File: config.mk
export PLATFORM = sky130hd
export DESIGN_NAME = sqrt_prep
export DESIGN_NICKNAME = d
export VERILOG_FILES = /design/src/rtl/sqrt_prep.sv
export SDC_FILE = /design/constraint.sdc
export NUM_CORES = 1
export LEC_CHECK = 0
export CAP_MARGIN = 40
export CORE_MARGIN = 1.5
export CORE_UTILIZATION = 45
export CTS_CLUSTER_DIAMETER = 80
export DETAILED_ROUTE_END_ITERATION = 7
export PLACE_DENSITY = 0.79
export SETUP_SLACK_MARGIN = 0.2
export SLEW_MARGIN = 25
export SYNTH_ARGS = -nofsm -noshare
export SYNTH_HDL_FRONTEND = slang
export SYNTH_SLANG_ARGS = --single-unit
File: constraint.sdc
create_clock -name clk -period 4.34 [get_ports clk]
set_clock_uncertainty 0.1 [all_clocks]
set_input_delay 0.868 -clock clk [delete_from_list [all_inputs] [get_ports clk]]
set_output_delay 0.868 -clock clk [all_outputs]
set_load 0.05 [all_outputs]
File: src/rtl/sqrt_prep.sv
`default_nettype none
// ============================================================================
// Module   : sqrt_prep
// Function : bfloat16 operand preparation and special-case bypass for a Q1.8
//            sqrt / inverse-sqrt core. Define SQRT_PREP_DENORM_EN to
//            normalise denormals instead of flushing them to zero.
// Revision : 1.0
// ============================================================================

module sqrt_prep (
    input  logic        clk,
    input  logic        rst,
    input  logic        in_valid_i,
    output logic        in_ready_o,
    input  logic [15:0] op_a_i,
    input  logic        op_inv_i,
    input  logic        core_valid_i,
    output logic        DoSqrt_o,
    output logic        DoInvSqrt_o,
    output logic [8:0]  s_o,
    output logic        meta_valid_o,
    output logic [8:0]  meta_exp_o,
    output logic        meta_sign_o,
    output logic        meta_special_o,
    output logic [15:0] meta_special_val_o
);

    localparam logic [15:0]       c_qnan    = 16'h7FC0;
    localparam logic [14:0]       c_inf_mag = 15'h7F80;
    localparam logic signed [9:0] c_bias    = 10'sd127;
`ifdef SQRT_PREP_DENORM_EN
    localparam logic signed [9:0] c_emin    = -10'sd126;
`endif

    typedef enum logic [2:0] {
        ST_IDLE  = 3'd0,
`ifdef SQRT_PREP_DENORM_EN
        ST_NORM  = 3'd1,
`endif
        ST_ISSUE = 3'd2,
        ST_WAIT  = 3'd3,
        ST_DRAIN = 3'd4
    } state_t;

    state_t      state_q, state_d;
    logic        in_ready_q, in_ready_d;
    logic        do_sqrt_q, do_sqrt_d;
    logic        do_inv_q, do_inv_d;
    logic [8:0]  s_q, s_d;
    logic        meta_valid_q, meta_valid_d;
    logic [8:0]  meta_exp_q, meta_exp_d;
    logic        meta_sign_q, meta_sign_d;
    logic        meta_special_q, meta_special_d;
    logic [15:0] meta_special_val_q, meta_special_val_d;
`ifdef SQRT_PREP_DENORM_EN
    logic [7:0]        m_q, m_d;
    logic signed [9:0] e_q, e_d;
    logic              inv_q, inv_d;
    logic [7:0]        w_m_sh;
    logic signed [9:0] w_e_dec;
`endif

    // Operand classification
    logic        w_sign;
    logic [7:0]  w_exp;
    logic [6:0]  w_frac;
    logic        w_exp_max, w_exp_zero, w_frac_zero;
    logic        w_is_nan, w_is_inf, w_is_zero, w_is_neg_nz, w_is_special;
    logic        w_is_denorm;
    logic [15:0] w_special_val;

    assign w_sign      = op_a_i[15];
    assign w_exp       = op_a_i[14:7];
    assign w_frac      = op_a_i[6:0];
    assign w_exp_max   = &w_exp;
    assign w_exp_zero  = ~|w_exp;
    assign w_frac_zero = ~|w_frac;
    assign w_is_nan    = w_exp_max & ~w_frac_zero;
    assign w_is_inf    = w_exp_max & w_frac_zero;
`ifdef SQRT_PREP_DENORM_EN
    assign w_is_zero   = w_exp_zero & w_frac_zero;
    assign w_is_denorm = w_exp_zero & ~w_frac_zero & ~w_sign;
`else
    // Denormals flush to a signed zero
    assign w_is_zero   = w_exp_zero;
    assign w_is_denorm = 1'b0;
`endif
    assign w_is_neg_nz  = w_sign & ~w_is_zero;
    assign w_is_special = w_is_nan | w_is_neg_nz | w_is_inf | w_is_zero;

    always_comb begin
        w_special_val = 16'h0000;
        if (w_is_nan || w_is_neg_nz) begin
            w_special_val = c_qnan;
        end else if (w_is_inf) begin
            w_special_val = op_inv_i ? 16'h0000 : {1'b0, c_inf_mag};
        end else if (w_is_zero) begin
            w_special_val = op_inv_i ? {w_sign, c_inf_mag} : {w_sign, 15'h0000};
        end
    end

    // Issue-side operand selection and exponent halving
    logic              iss_go;
    logic [7:0]        iss_m;
    logic signed [9:0] iss_e;
    logic              iss_inv;
    logic signed [9:0] e_adj, e_half, e_half_neg;

    always_comb begin
        state_d            = state_q;
        do_sqrt_d          = 1'b0;
        do_inv_d           = 1'b0;
        meta_valid_d       = 1'b0;
        s_d                = s_q;
        meta_exp_d         = meta_exp_q;
        meta_sign_d        = meta_sign_q;
        meta_special_d     = meta_special_q;
        meta_special_val_d = meta_special_val_q;
        iss_go             = 1'b0;
        iss_m              = 8'h00;
        iss_e              = 10'sd0;
        iss_inv            = 1'b0;
        e_adj              = 10'sd0;
        e_half             = 10'sd0;
        e_half_neg         = 10'sd0;
`ifdef SQRT_PREP_DENORM_EN
        m_d                = m_q;
        e_d                = e_q;
        inv_d              = inv_q;
        w_m_sh             = {m_q[6:0], 1'b0};
        w_e_dec            = e_q - 10'sd1;
`endif

        case (state_q)
            ST_IDLE: begin
                if (in_valid_i) begin
                    if (w_is_special) begin
                        meta_valid_d       = 1'b1;
                        meta_special_d     = 1'b1;
                        meta_special_val_d = w_special_val;
                        meta_sign_d        = w_special_val[15];
                        meta_exp_d         = 9'h000;
`ifdef SQRT_PREP_DENORM_EN
                    end else if (w_is_denorm) begin
                        state_d = ST_NORM;
                        m_d     = {1'b0, w_frac};
                        e_d     = c_emin;
                        inv_d   = op_inv_i;
`endif
                    end else begin
                        iss_go  = 1'b1;
                        iss_m   = {1'b1, w_frac};
                        iss_e   = $signed({2'b00, w_exp}) - c_bias;
                        iss_inv = op_inv_i;
                    end
                end
            end
`ifdef SQRT_PREP_DENORM_EN
            ST_NORM: begin
                m_d = w_m_sh;
                e_d = w_e_dec;
                // Issue on the shift that brings the leading one into m[7]
                if (w_m_sh[7]) begin
                    iss_go  = 1'b1;
                    iss_m   = w_m_sh;
                    iss_e   = w_e_dec;
                    iss_inv = inv_q;
                end
            end
`endif
            ST_ISSUE: state_d = ST_WAIT;
            ST_WAIT:  if (core_valid_i) state_d = ST_DRAIN;
            ST_DRAIN: state_d = ST_IDLE;
            default:  state_d = ST_IDLE;
        endcase

        if (iss_go) begin
            state_d = ST_ISSUE;
            // Odd exponent: halve the mantissa so the exponent becomes even
            if (iss_e[0]) begin
                s_d   = {1'b0, iss_m};
                e_adj = iss_e + 10'sd1;
            end else begin
                s_d   = {iss_m, 1'b0};
                e_adj = iss_e;
            end
            e_half             = e_adj >>> 1;
            e_half_neg         = -e_half;
            meta_exp_d         = iss_inv ? e_half_neg[8:0] : e_half[8:0];
            do_sqrt_d          = ~iss_inv;
            do_inv_d           = iss_inv;
            meta_valid_d       = 1'b1;
            meta_special_d     = 1'b0;
            meta_special_val_d = 16'h0000;
            meta_sign_d        = 1'b0;
        end

        in_ready_d = (state_d == ST_IDLE);
    end

    always_ff @(posedge clk) begin
        if (rst) begin
            state_q            <= ST_IDLE;
            in_ready_q         <= 1'b1;
            do_sqrt_q          <= 1'b0;
            do_inv_q           <= 1'b0;
            s_q                <= 9'h000;
            meta_valid_q       <= 1'b0;
            meta_exp_q         <= 9'h000;
            meta_sign_q        <= 1'b0;
            meta_special_q     <= 1'b0;
            meta_special_val_q <= 16'h0000;
`ifdef SQRT_PREP_DENORM_EN
            m_q                <= 8'h00;
            e_q                <= 10'sd0;
            inv_q              <= 1'b0;
`endif
        end else begin
            state_q            <= state_d;
            in_ready_q         <= in_ready_d;
            do_sqrt_q          <= do_sqrt_d;
            do_inv_q           <= do_inv_d;
            s_q                <= s_d;
            meta_valid_q       <= meta_valid_d;
            meta_exp_q         <= meta_exp_d;
            meta_sign_q        <= meta_sign_d;
            meta_special_q     <= meta_special_d;
            meta_special_val_q <= meta_special_val_d;
`ifdef SQRT_PREP_DENORM_EN
            m_q                <= m_d;
            e_q                <= e_d;
            inv_q              <= inv_d;
`endif
        end
    end

    assign in_ready_o         = in_ready_q;
    assign DoSqrt_o           = do_sqrt_q;
    assign DoInvSqrt_o        = do_inv_q;
    assign s_o                = s_q;
    assign meta_valid_o       = meta_valid_q;
    assign meta_exp_o         = meta_exp_q;
    assign meta_sign_o        = meta_sign_q;
    assign meta_special_o     = meta_special_q;
    assign meta_special_val_o = meta_special_val_q;

endmodule

`default_nettype wire

# After elaboration in Yosys (flattened, before gate mapping)
# Index checks and enable logic that the tools add are counted.
[totals]
regBits = 43
input_bits = 21
output_inout_bits = 40
wordCells = 70
[classes]
add_sub_neg = 3
eq_ne = 2
muxes = 32
bitwise = 8
reduce_logical = 15
[op_table]
columns = ["cell", "count"]
rows = [
  ["2-to-1 mux 9 bit", 6],
  ["2-to-1 mux 10 bit", 5],
  ["2-to-1 mux 16 bit", 3],
  ["2-to-1 mux 15 bit", 2],
  ["2-to-1 mux 8 bit", 3],
  ["adder 10 x 2 -> 10 bit, second input constant", 1],
  ["2-to-1 mux 1 bit", 10],
  ["negator 9 bit", 1],
  ["one-hot mux 3 bit (3 select lines)", 1],
  ["subtractor 8 x 7 -> 9 bit, second input constant", 1],
  ["AND reduction 8 bit", 1],
  ["OR reduction 8 bit", 1],
  ["OR reduction 7 bit", 1],
  ["== test 3 x 2 -> 1 bit, second input constant", 2],
  ["logical NOT 3 bit", 2],
  ["2-to-1 mux 3 bit", 2],
  ["AND reduction 3 bit", 2],
  ["nonzero test 2 bit", 3],
  ["OR reduction 2 bit", 2],
  ["AND 1 bit", 3],
  ["OR 1 bit", 3],
  ["logical NOT 1 bit", 2],
  ["NOT 1 bit", 2],
  ["logical OR 1 bit", 1],
]

# Longest topological paths before layout
# Gate-level depths: netlist (run 1).
[logic_depth]
depth_word = 14
ltp_mapped = 17
ltp_nobuf = 14

# Worst setup path after synthesis (run 1)
# No wires, ideal clock.
[synth_path]
path_type = "input to register"
startpoint = "input op_a_i[7]"
endpoint = "register meta_exp_q[6], in the netlist meta_exp_o[6]"
setup_time_ps = 119
arrival_time_ps = 3862
required_ps = 4121
path_slack_ps = 259
stages = 15
path_buffers = 3
cell_sequence = "buf_2 -> inv_1 -> ha_1 -> and3_1 -> buf_2 -> or4_4 -> buf_6 -> nor2_1 -> ha_1 -> nand2b_1 -> o211a_1 -> a2111o_1 -> o41ai_1 -> xor2_1 -> o21ai_1"
[synth_via]
elab_chain_len = 14
word_cells_on_any_way = 29
cone_classes = "add/sub: 3; mux: 13; bitwise: 6; reduce/logical: 7"
[synth_lines]
columns = ["item", "line", "source"]
rows = [
  ["start, declared", "15", "input logic [15:0] op_a_i,"],
  ["AND reduction 8 bit / OR reduction 8 bit (equally long branches)", "75, 76", ""],
  ["AND 1 bit, on equally long branches", "78, 88", ""],
  ["OR 1 bit (3 in a row)", "89", "assign w_is_special = w_is_nan | w_is_neg_nz | w_is_inf | w_is_zero;"],
  ["2-to-1 mux 10 bit", "137", "if (w_is_special) begin"],
  ["2-to-1 mux 10 bit", "136", "if (in_valid_i) begin"],
  ["2-to-1 mux 10 bit", "134", "case (state_q)"],
  ["adder 10 x 2 -> 10 bit", "182", "e_adj = iss_e + 10'sd1;"],
  ["2-to-1 mux 10 bit", "180", "if (iss_e[0]) begin"],
  ["2-to-1 mux 10 bit", "177", "if (iss_go) begin"],
  ["negator 9 bit", "188", "e_half_neg = -e_half;"],
  ["2-to-1 mux 9 bit", "189", "meta_exp_d = iss_inv ? e_half_neg[8:0] : e_half[8:0];"],
  ["2-to-1 mux 9 bit", "177", ""],
  ["end signal, assigned", "225", "meta_exp_q <= meta_exp_d;"],
  ["end, declared", "51", "logic [8:0] meta_exp_q, meta_exp_d;"],
]
# Parallel ways exist; a longest one is shown, timed or not. The select of a mux whose other input is x is not followed.
# A chain may end at the register's enable or synchronous reset.

# Final worst setup path (run 1)
[layout_path]
startpoint = "input in_valid_i"
endpoint = "register meta_exp_q[8], in the netlist meta_exp_o[8]"
[layout_via]
elab_chain_len = 8
word_cells_on_any_way = 16
cone_classes = "add/sub: 2; mux: 10; reduce/logical: 4"
[layout_lines]
columns = ["item", "line", "source"]
rows = [
  ["start, declared", "13", "input logic in_valid_i,"],
  ["2-to-1 mux 10 bit", "136", ""],
  ["2-to-1 mux 10 bit", "134", ""],
  ["adder 10 x 2 -> 10 bit", "182", ""],
  ["2-to-1 mux 10 bit", "180", ""],
  ["2-to-1 mux 10 bit", "177", ""],
  ["negator 9 bit", "188", ""],
  ["2-to-1 mux 9 bit", "189", ""],
  ["2-to-1 mux 9 bit", "177", ""],
]
# Parallel ways exist; a longest one is shown, timed or not. The select of a mux whose other input is x is not followed.

==> out/results.ini, run 1 <==
[outcome]
status=completed

[cts]
tritoncts=built
cts_resized=0
cts.sinks=29
cts_setup_buffers=0
cts_buffers=5
cts_buffer_depth=2
clk_pin_slew_ns=0.06
clk_latency_ns=0.28
hold_buffers=0
cts-htree-levels=2
ctsRootBufferMaster=clkbuf_8

[critical_path]
worst-path-max-fanout=4
reg2reg_slack_ns=0.93
crit_required_ns=4.40
cp_num_buf_inv=2
path_cells=clkdlybuf4s50_1 -> or4b_1 -> or4_4 -> nor2_1 -> ha_1 -> nand2b_1 -> o211a_1 -> a2111o_1 -> buf_4 -> nor4_1 -> nand3b_1 -> nand3_1
crit_slowest_cell=or4_4
end_kind=register
path_delay_family=simple AND/OR/NAND/NOR gates
slowest_delay_ns=0.54
crit_type=input port to register
worst-endpoint-arrival_ns=4.12
cp-start-kind=input port

[drt]
drtIter0Drc=117
drt-total-wl_um=4350
drt-pass1-iter-count=4
antenna_left=0
via_per_inst=5.33
drc=0
vias=1723
wl_per_cell_um=13.5

[synthesis]
synth.top_cell.area_share=0.325
synth_xor_area_frac=0.0540
ys_seq_area_frac=0.325
yosys_warnings=0
synthArstFlopShare=0
ys_types=49
netlist_instances=219
synth_compound_area_frac=0.167
muxShareOfSynthArea=0.0399
synthSimpleGateAreaFrac=0.270
synth-edff-count=0
yosysTopAreaCell=dfxtp_1
yosys-top-cells-area=dfxtp_1 33%, buf_4 6.3%, nor2_1 5.0%
synth_top_family_by_area=simple AND/OR/NAND/NOR gates
synth_fa_ha_area_frac=0.0280
syn_area_per_cell_um2=8.15
ys.flop_type=dfxtp_1
netlist_area_um2=1790
ys_ff_latch=29

[pwr]
p_per_area_nw_per_um2=314
power_leakage_nw=0.931
ir_drop_uv=194

[cells_and_area]
multi_input_comb_area_um2=1040
num_antenna_cells=0
utilization=0.657
fill_cells=343
area_growth_pct=37.7
drive_gt1_frac=0.113
final_nets=299
seqCellArea_um2=581

[sta]
setup_violations=0
rsz0062_at_grt=yes
finalSetupTns_ns=0
min_period_ns=4.07
worst_pin_slew_ns=0.511
finalHoldViolCount=0
timing.fmax_ghz=0.246
drv_slew=0
slew_headroom=0.658
fin_crit_sh=0.937

[global_routing]
grt.total_usage=0.207
grt_max_degree=26
grt_pass1_vias=1543
antenna_found_initial=0
grt_pass1_wl_um=6980
overflow=0

[place]
place_hpwl_um=3290
gp_congestion=0.925
portBuffers=54

[die]
die_h_um=66.0
pin_count=61
chipWidth_um=66.0
start_util=0.477
dieArea_um2=4350
core_area_um2=3740
rows=22

[worst_hold_path]
hold_path.class=register to register

[flow_run]
cap_violations=0

==> flip-flops by register name, indices dropped and copies added, names as in the netlist <==
name,flops
DoInvSqrt_o,1
meta_exp_o,9
meta_special_val_o,3
meta_special_o,1
s_o,9
DoSqrt_o,1
state_q,3
in_ready_o,1
meta_valid_o,1
==> stage by stage <==
stage	power (mW)	cell area [um2]	hold slack, ns	worst slack (ns)	cells
after floorplan	0.490	1800	0.357	0.259	224
after global placement	0.562	2340	0.334	0.0457	314
after detailed placement	0.568	2360	0.343	0.0106	315
after CTS	0.776	2440	0.351	0.286	323
after global routing	0.809	2460	0.372	0.116	323
final	0.773	2460	0.346	0.274	323
==> logic make-up after synthesis <==
group	Yosys count
simple gates	90
compound gates	42
other cells	1
buf+inv	35
mux	7
fa+ha+maj	4
xor+xnor	11
flops	29
==> cell type report <==
type,count,share of cell area
multi-input combinational,160,0.422
timing repair buffer,70,0.272
sequential,29,0.236
clock buffer,6,0.0295
tap,48,0.0244
inverter,8,0.0122
clock inverter,2,0.00407
==> per-layer routing <==
layer,track usage,routed length (um),vias to the layer above
li1,-,-,864
met1,0.270,1990,788
met2,0.340,2030,69
met3,0.0596,316,2
met4,0.0459,19,0
met5,0,0,-
==> tightest hold or removal path, cell delays in order, from the launching register on <==
cell     delay (ns)
dfxtp_1        0.31
nand2_1        0.05
o21ai_1        0.05
==> worst paths after layout <==
check                                   start            end  cells after the start
worst max-delay path               in_valid_i  meta_exp_o[8]                     12
worst min-delay path            meta_exp_o[5]  meta_exp_o[5]                      2
worst min register to register  meta_exp_o[5]  meta_exp_o[5]                      2
worst max register to register     state_q[1]  meta_exp_o[8]                     11
==> cells in the mapped netlist (5+ instances only) <==
master / count
inv_1: 8
clkbuf_1: 5
nor3_1: 8
xnor2_1: 9
nor2_1: 24
nand3_1: 7
buf_4: 15
a211oi_1: 7
dfxtp_1: 29
o21ai_1: 6
mux2i_1: 6
a21oi_1: 5
nand2_1: 19
nand2b_1: 8
nor4_1: 6
buf_2: 6
==> where the power goes <==
part           total, mW  internal (mW)  switching (mW)
logic              0.272          0.100           0.172
clock network      0.208          0.111          0.0972
registers          0.294          0.283          0.0102
==> layout by cell type, fill, tap and decap left out, types with 3 or more instances in the layout <==
master and count:
nor4_1 6, nand2_1 19, nor2_1 24, o21ai_0 3, xnor2_1 9, conb_1 6
clkbuf_8 5, nand2b_1 8, buf_4 15, a211oi_1 7, ha_1 4, nand3b_1 3
nor3_1 8, dfxtp_1 29, a21oi_1 5, mux2i_1 6, o21ai_1 5, clkdlybuf4s50_1 54
a22oi_1 3, inv_1 8, nand3_1 7
No activity file was read; power rests on OpenSTA's default activity.
==> run 2: changes to the inputs <==
--- a/config.mk
+++ b/config.mk
@@ -6,11 +6,10 @@
 export NUM_CORES = 1
 export LEC_CHECK = 0
 export CAP_MARGIN = 40
-export CORE_MARGIN = 1.5
-export CORE_UTILIZATION = 45
+export CORE_UTILIZATION = 50
 export CTS_CLUSTER_DIAMETER = 80
 export DETAILED_ROUTE_END_ITERATION = 7
-export PLACE_DENSITY = 0.79
+export DONT_BUFFER_PORTS = 1
 export SETUP_SLACK_MARGIN = 0.2
 export SLEW_MARGIN = 25
 export SYNTH_ARGS = -nofsm -noshare
==> run 2 against run 1 <==
Net effect:
- hold slack better by 0.051 ns
- sequential power is 22% higher
- first-iteration DRC count decreased by 38%
- critical path type unchanged
- highest routed layer unchanged
- final cell count is 21% lower
- power down 7.4%
- largest power group unchanged
- design area fell by 26%
- setup slack better by 0.34 ns
- critical path depth unchanged
- die area shrank 12%
==> out/results.ini, run 2 (synthesized netlist as in run 1, its figures left out) <==
[outcome]
status=completed  ; unchanged

[cells_and_area]
area_growth_pct=2.45  ; was 37.7%
stdcell_count=255  ; was 323
final_common_cell=dfxtp_1  ; was clkdlybuf4s50_1
final_cell_mix=28 x dfxtp_1, 24 x nor2_1, 19 x nand2_1  ; was 54 x clkdlybuf4s50_1, 29 x dfxtp_1, 24 x nor2_1
num_antenna_cells=0  ; unchanged
final_nets=233  ; was 299
drive_gt1_frac=0.0957  ; was 0.113

[critical_path]
cp-start-kind=input port  ; unchanged
ff2ff_path_depth=10  ; was 11
startpoint=op_a_i[7]  ; was in_valid_i
reg2reg_from=state_q[1]  ; unchanged
worst-endpoint-arrival_ns=3.84  ; was 4.12 ns
worst-path-max-fanout=16  ; was 4
crit_required_ns=4.46  ; was 4.40 ns
r2r_end=meta_exp_o[6]  ; was meta_exp_o[8]
crit_type=input port to register  ; unchanged
endpoint=meta_exp_o[6]  ; was meta_exp_o[8]
end_kind=register  ; unchanged
reg2reg_slack_ns=0.76  ; was 0.93 ns

[drt]
met1_length_um=1780  ; was 1990 um
drtIter0Drc=73  ; was 117
top_layer=met4  ; unchanged
met3WireLength_um=345  ; was 316 um
antenna_left=0  ; unchanged
wl_per_cell_um=15.0  ; was 13.5 um
drc=0  ; unchanged
via_per_inst=5.82  ; was 5.33
vias=1483  ; was 1723
drt-total-wl_um=3830  ; was 4350 um
drt-pass1-iter-count=4  ; unchanged
wl_met2_um=1700  ; was 2030 um

[cts]
cts.sinks=29  ; unchanged
tritoncts=built  ; unchanged
cts_resized=0  ; unchanged
hold_buffers=0  ; unchanged
ctsRootBufferMaster=clkbuf_4  ; was clkbuf_8
cts_buffer_depth=2  ; unchanged
cts_setup_buffers=0  ; unchanged
clk_pin_slew_ns=0.09  ; was 0.06 ns
cts_buffers=5  ; unchanged
clk_latency_ns=0.32  ; was 0.28 ns
cts-htree-levels=2  ; unchanged

[pwr]
seqPwrFrac=0.500  ; was 0.380
pwr-share-comb=0.176  ; was 0.351
p_sw_mw=0.250  ; was 0.279 mW
p_per_area_nw_per_um2=392  ; was 314 nW/um2
pwr-share-clk=0.324  ; was 0.269
swShare=0.349  ; was 0.361
power_leakage_nw=0.678  ; was 0.931 nW
ir_drop_uv=146  ; was 194 uV
intPower_mw=0.466  ; was 0.494 mW

[sta]
holdWs_ns=0.396  ; was 0.346 ns
drv_slew=0  ; unchanged
worst_pin_slew_ns=0.722  ; was 0.511 ns
setup_ws_ns=0.613  ; was 0.274 ns
slew_headroom=0.518  ; was 0.658
rsz0062_at_grt=no  ; was yes
min_period_ns=3.73  ; was 4.07 ns
finalHoldViolCount=0  ; unchanged
timing.fmax_ghz=0.268  ; was 0.246 GHz
finalSetupTns_ns=0  ; unchanged
fin_crit_sh=0.859  ; was 0.937
setup_violations=0  ; unchanged

[global_routing]
grt_pass1_vias=1377  ; was 1543
antenna_found_initial=0  ; unchanged
grt_max_degree=27  ; was 26
grt.total_usage=0.218  ; was 0.207
overflow=0  ; unchanged
grt_pass1_wl_um=6070  ; was 6980 um

[place]
place_ws_ns=0.252  ; was 0.0106 ns
gp_congestion=0.829  ; was 0.925
place_hpwl_um=2910  ; was 3290 um
dp.cells=247  ; was 315
portBuffers=0  ; was 54

[die]
die_h_um=61.8  ; was 66.0 um
start_util=0.527  ; was 0.477
chipWidth_um=61.8  ; was 66.0 um
rows=21  ; was 22
pin_count=61  ; unchanged
core_area_um2=3390  ; was 3740 um2
dieArea_um2=3810  ; was 4350 um2

[flow_run]
cap_violations=0  ; unchanged

[worst_hold_path]
hold_path.class=register to register  ; unchanged

## run 2: power by group through the flow
stage | clock, mW | combinational (mW) | sequential [mW]
2_1_floorplan | 0 | 0.138 | 0.352
3_3_place_gp | 0 | 0.106 | 0.378
3_5_place_dp | 0 | 0.125 | 0.365
4_1_cts | 0.238 | 0.126 | 0.359
5_1_grt | 0.247 | 0.140 | 0.362
6_report | 0.232 | 0.126 | 0.358
## run 2: final cells by class
cell class                      count  area, um2
Clock buffer                        7       55.1
Fill cell                         339       1560
Tap cell                           46       57.6
Multi-Input combinational cell    160       1030
Timing Repair Buffer                4       46.3
Clock inverter                      1       30.0
Sequential cell                    29        584
Inverter                            8       30.0
## run 2: critical path: stages
cell	delay [ns]
ha_1	0.23
nand2_1	0.20
nor3_2	0.12
or4_4	0.56
nor2_1	0.12
ha_1	0.15
nand2b_1	0.14
o211a_1	0.26
a2111o_1	0.48
o41ai_1	0.45
xor2_1	0.18
o21ai_1	0.07
## run 2: worst min-delay path by stage
| stage | end | cells after the start | start |
|---|---|---|---|
| 4_1_cts | state_q[2] | 2 | state_q[0] |
| 2_1_floorplan | state_q[2] | 2 | state_q[0] |
| 3_5_place_dp | state_q[2] | 2 | state_q[0] |
| 6_report | state_q[2] | 2 | state_q[0] |
| 5_1_grt | state_q[2] | 2 | state_q[0] |
| 3_3_place_gp | state_q[2] | 2 | state_q[0] |
## run 2: routing by layer
layer / global-route usage / up-vias
li1: - / 737
met1: 0.286 / 685
met2: 0.343 / 59
met3: 0.0766 / 2
met4: 0.0571 / 0
met5: 0 / -
## run 2: stage by stage
step / power (mW) / area [um2] / utilization
after floorplan: 0.490 / 1800 / -
after detailed placement: 0.490 / 1740 / 0.513
after global routing: 0.748 / 1830 / 0.540
after CTS: 0.723 / 1820 / 0.538
final: 0.716 / 1830 / 0.540
after global placement: 0.484 / 1710 / 0.504
